<file path="config.mk">
export PLATFORM = sky130hd
export DESIGN_NAME = ifu
export DESIGN_NICKNAME = d
export VERILOG_FILES = /design/src/rtl/ifu.sv
export SDC_FILE = /design/constraint.sdc
export NUM_CORES = 1
export LEC_CHECK = 0
export ABC_CLOCK_PERIOD_IN_PS = 3350
export CORE_MARGIN = 4
export CORE_UTILIZATION = 50
export DETAILED_ROUTE_END_ITERATION = 8
export PLACE_DENSITY_LB_ADDON = 0.15
export SYNTH_ARGS = -nofsm -noshare
export SYNTH_HDL_FRONTEND = slang
export SYNTH_SLANG_ARGS = --single-unit
export TNS_END_PERCENT = 10
</file>
<file path="constraint.sdc">
create_clock -name clk -period 3.35 [get_ports clk]
set_clock_uncertainty 0.15 [all_clocks]
set_input_delay 0.67 -clock clk [delete_from_list [all_inputs] [get_ports clk]]
set_output_delay 0.67 -clock clk [all_outputs]
set_load 0.05 [all_outputs]
</file>
<file path="src/rtl/ifu.sv">
// Instruction fetch unit: single-outstanding bus fetcher feeding an in-order buffer to decode.
// Define IFU_PREFETCH_EN for a 2-entry prefetch buffer; default build holds a single entry.
module ifu #(
  parameter logic [31:0] RESET_PC = 32'h0000_0000,
  parameter logic [31:0] NOP_INST = 32'h0000_0013
) (
  input  logic        clk,
  input  logic        rst_n,
  input  logic        stall_i,
  input  logic        jump_req_i,
  input  logic [31:0] jump_pc_i,
  output logic        ibus_req_o,
  output logic [31:0] ibus_addr_o,
  input  logic        ibus_gnt_i,
  input  logic        ibus_rvalid_i,
  input  logic [31:0] ibus_rdata_i,
  output logic [31:0] pc_o,
  output logic [31:0] inst_o,
  output logic        inst_valid_o
);

`ifdef IFU_PREFETCH_EN
  localparam int DEPTH = 2;
`else
  localparam int DEPTH = 1;
`endif

  localparam logic [1:0]  DEPTH_CNT = 2'(DEPTH);
  localparam logic [31:0] RESET_FPC = RESET_PC & ~32'h3;

  localparam logic [1:0] IDLE = 2'd0;
  localparam logic [1:0] REQ  = 2'd1;
  localparam logic [1:0] WAIT = 2'd2;
  localparam logic [1:0] DROP = 2'd3;

  logic [1:0]  state;
  logic [1:0]  state_nxt;
  logic [31:0] fpc;
  logic [31:0] req_pc;
  logic [31:0] last_pc;
  logic [1:0]  count;
  logic [1:0]  count_nxt;
  logic [1:0]  wr_idx;
  logic        pop;
  logic        push;
  logic        room;

  logic [DEPTH-1:0][31:0] pc_buf;
  logic [DEPTH-1:0][31:0] inst_buf;
  logic [DEPTH-1:0][31:0] pc_buf_nxt;
  logic [DEPTH-1:0][31:0] inst_buf_nxt;

  // A redirect wins over both consumption and arrival of an instruction.
  assign pop       = (count != 2'd0) && !stall_i && !jump_req_i;
  assign push      = (state == WAIT) && ibus_rvalid_i && !jump_req_i;
  assign wr_idx    = count - {1'b0, pop};
  assign count_nxt = wr_idx + {1'b0, push};
  assign room      = count_nxt < DEPTH_CNT;

  assign ibus_req_o   = (state == REQ);
  assign ibus_addr_o  = fpc;
  assign inst_valid_o = (count != 2'd0);
  assign inst_o       = inst_valid_o ? inst_buf[0] : NOP_INST;
  assign pc_o         = inst_valid_o ? pc_buf[0] : last_pc;

  always_comb begin
    state_nxt = state;
    if (jump_req_i) begin
      case (state)
        IDLE:    state_nxt = REQ;
        REQ:     state_nxt = ibus_gnt_i ? DROP : REQ;
        // A response landing with the redirect retires the stale request.
        default: state_nxt = ibus_rvalid_i ? REQ : DROP;
      endcase
    end else begin
      case (state)
        IDLE:    state_nxt = room ? REQ : IDLE;
        REQ:     state_nxt = ibus_gnt_i ? WAIT : REQ;
        WAIT:    state_nxt = ibus_rvalid_i ? (room ? REQ : IDLE) : WAIT;
        default: state_nxt = ibus_rvalid_i ? REQ : DROP;
      endcase
    end
  end

  // Entry 0 is always the head; popping shifts the buffer down one slot.
  always_comb begin
    pc_buf_nxt   = pc_buf;
    inst_buf_nxt = inst_buf;
    if (pop) begin
      pc_buf_nxt   = pc_buf >> 32;
      inst_buf_nxt = inst_buf >> 32;
    end
    for (int i = 0; i < DEPTH; i++) begin
      if (push && (wr_idx == 2'(i))) begin
        pc_buf_nxt[i]   = req_pc;
        inst_buf_nxt[i] = ibus_rdata_i;
      end
    end
  end

  always_ff @(posedge clk) begin
    if (!rst_n) begin
      state    <= IDLE;
      fpc      <= RESET_FPC;
      req_pc   <= RESET_FPC;
      last_pc  <= RESET_PC;
      count    <= 2'd0;
      pc_buf   <= '0;
      inst_buf <= '0;
    end else begin
      state    <= state_nxt;
      pc_buf   <= pc_buf_nxt;
      inst_buf <= inst_buf_nxt;
      if (jump_req_i) begin
        fpc   <= jump_pc_i & ~32'h3;
        count <= 2'd0;
      end else begin
        count <= count_nxt;
        if ((state == REQ) && ibus_gnt_i) begin
          fpc    <= fpc + 32'd4;
          req_pc <= fpc;
        end
      end
      // Remember the displayed PC so it stays put while the buffer is empty.
      if (count != 2'd0) begin
        last_pc <= pc_buf[0];
      end
    end
  end

endmodule

</file>
==> flow_summary.json <==
{
  "reg2reg_depth": 10,
  "fin_hold_ws_ns": 0.3021,
  "async_reset_ff_share_pct": 0,
  "reg2reg_slack_ns": 0.71,
  "grt_usage_pct": 23.02,
  "gr-total-overflow": 0,
  "synth_common_cells": "dfxtp_1, nand2_1, a21oi_1",
  "routedWlPerCell_um": 15.78,
  "num_antenna_cells": 0,
  "yosysWarningCount": 0,
  "arrival_ns": 2.41,
  "total_power_uw": 4267,
  "cap_viol_max_count": 0,
  "tightest_slew_ns": 0.7673,
  "die_y_um": 124.9,
  "setup_viol": 0,
  "criticalPathCategory": "reg2out",
  "status": "complete, no violations",
  "portBuffers": 163,
  "max_freq_ghz": 0.3094,
  "rows": 42,
  "initial_utilization_pct": 51.40,
  "synth_most_common_cell": "dfxtp_1",
  "power_density_nw_per_um2": 471.8,
  "cts_setup_buffers": 0,
  "register_area_um2": 3163,
  "worstReg2RegEnd": "inst_buf[10]",
  "hold_buffers": 0,
  "fillers": 1123,
  "nets": 1020,
  "drive_gt1_share_pct": 13.65,
  "clk_pin_slew_ns": 0.06,
  "synth.avg_cell_area_um2": 8.385,
  "gp_congestion": 0.8477,
  "io_pins": 168,
  "yosys-top-cells-area": "dfxtp_1, nand2_1, a21oi_1, and2_1, nand3_1",
  "cts_resized": 0,
  "r2r_start": "count[1]",
  "syn_area_um2": 6834,
  "dieWidth_um": 124.9,
  "worstPathRequired_ns": 2.53,
  "postSynthCellCount": 815,
  "root_buffer": "clkbuf_16",
  "core-area_um2": 13300,
  "layout_min_cycle_time_ns": 3.232,
  "seq_area_frac_synth_pct": 46.28,
  "layout_worst_path_cycle_share_pct": 96.48,
  "start_kind": "flip-flop",
  "relSlewSlack_pct": 48.79,
  "htreeDepth": 4,
  "holdPathStages": 2,
  "synth_seq_cells": 158,
  "rsz0062_at_grt": "no",
  "cts_buffer_depth": 2,
  "grt_pass1_vias": 6089,
  "whs_endpoint": "pc_buf[12]",
  "drt-pass1-iter-count": 5,
  "ir_worst_vdd_v": 0.0003371,
  "avgViaCountPerCell": 5.562,
  "synth_flop_cell": "dfxtp_1",
  "holdCritStartpoint": "req_pc[12]",
  "finish.utilization_pct": 68.02,
  "crit_path_end_kind": "output port",
  "route.detailed.drc": 0,
  "drv_slew": 0,
  "multi_input_area_um2": 3327,
  "synth_area_leader_cell": "dfxtp_1",
  "synth-edff-count": 0,
  "num_vias": 6318,
  "ys_types": 57,
  "drtIter0Drc": 346,
  "cts_buffers": 17,
  "area_growth_pct": 32.33,
  "hold_viol_final": 0,
  "place_hpwl_mm": 12.50,
  "grt_max_degree": 63,
  "die-area_um2": 15600,
  "antenna_found_initial": 0,
  "drt_wl_total_mm": 17.92,
  "hold_class": "reg2reg",
  "clock_latency_ns": 0.42,
  "postRouteAntennaNets": 0,
  "crit_fanout": 36,
  "p_leak_uw": 0.003323,
  "grt_pass1_wl_mm": 30.44,
  "cts_tree": "built",
  "tns_ns": 0,
  "cts_sinks": 158,
  "yosysTopAreaCellShare_pct": 46.28
}
[final cells by class]
type | count | share of cell area (%)
multi-input cells | 581 | 36.79
flip-flops and latches | 158 | 34.98
repair buffers | 179 | 19.06
clock buffers | 18 | 4.745
well taps | 176 | 2.435
clock inverters | 14 | 1.577
inverters | 10 | 0.4151
[registers in the layout, summed over array words and instances, names as in the netlist]
name,count
state,2
inst_buf,32
req_pc,30
count,2
ibus_addr_o,30
last_pc,32
pc_buf,30
[layout by cell type (no fill, tap or decap), types with 4 or more instances in the layout]
master,count
buf_4,45
and3_1,8
nor2b_1,5
clkinv_2,5
a211oi_1,5
xnor2_1,5
clkbuf_16,17
nor4_1,7
mux2_2,30
nand4_1,16
nand2_1,141
and4_1,6
nand3_1,75
nor3_1,9
inv_1,9
o21ai_0,20
dfxtp_1,158
buf_12,5
clkdlybuf4s50_1,128
o31ai_1,4
a21oi_1,97
or4_1,4
nand2b_1,6
and2_1,62
nor2_1,19
a311oi_1,6
a31oi_1,8
[per-stage QoR]
| step | instance area (um^2) | worst slack, ns | instances |
|---|---|---|---|
| floorplan | 6838 | 0.6184 | 816 |
| global placement | 8472 | 0.4013 | 1104 |
| detailed placement | 8472 | 0.3196 | 1104 |
| CTS | 9044 | 0.1079 | 1136 |
| global route | 9044 | 0.01981 | 1136 |
| finish | 9044 | 0.1179 | 1136 |
[kinds of logic (layout without fill, tap and decap cells)]
logic type               count (synthesis)  after routing  synth area share [%]
adder cells (fa/ha/maj)                  3              3                0.5493
AND/OR/NAND/NOR                        381            381                 28.62
buffers and inverters                   77            221                 5.309
flip-flops                             158            158                 46.28
AO/OA/AOI/OAI                          154            154                 12.78
multiplexers                            33             33                 5.383
XOR/XNOR                                 8              8                 1.025
other                                    1              2               0.05487
[layer usage]
| metal | GRT usage (%) | wire length (um) | vias to the layer above |
|---|---|---|---|
| met1 | 31.11 | 8265 | 2971 |
| met2 | 35.72 | 8138 | 223 |
| met3 | 6.261 | 1153 | 29 |
| met5 | 0 | 0 | - |
| li1 | - | - | 3095 |
| met4 | 7.908 | 363 | 0 |
[worst max-delay path, stage by stage, from the launching register on]
cell,delay (ns)
dfxtp_1,0.34
nor2_4,0.10
buf_4,0.39
mux2_2,0.40
clkdlybuf4s50_1,0.74
[power breakdown]
| part | leakage (uW) | internal (uW) | switching, uW |
|---|---|---|---|
| clock | 0.000276 | 1100 | 768 |
| combinational | 0.00177 | 173 | 246 |
| sequential | 0.00128 | 1920 | 63.6 |
[worst max path at each step]
stage	from	to	slack, ns	depth (start not counted)
2_1_floorplan	stall_i	inst_buf[22]	0.62	11
5_1_grt	count[1]	pc_o[18]	0.02	4
3_5_place_dp	stall_i	inst_buf[10]	0.32	9
6_report	count[1]	pc_o[15]	0.12	4
4_1_cts	count[1]	pc_o[15]	0.11	4
3_3_place_gp	jump_req_i	pc_buf[29]	0.40	9
Power figures use the tool's default switching activity.
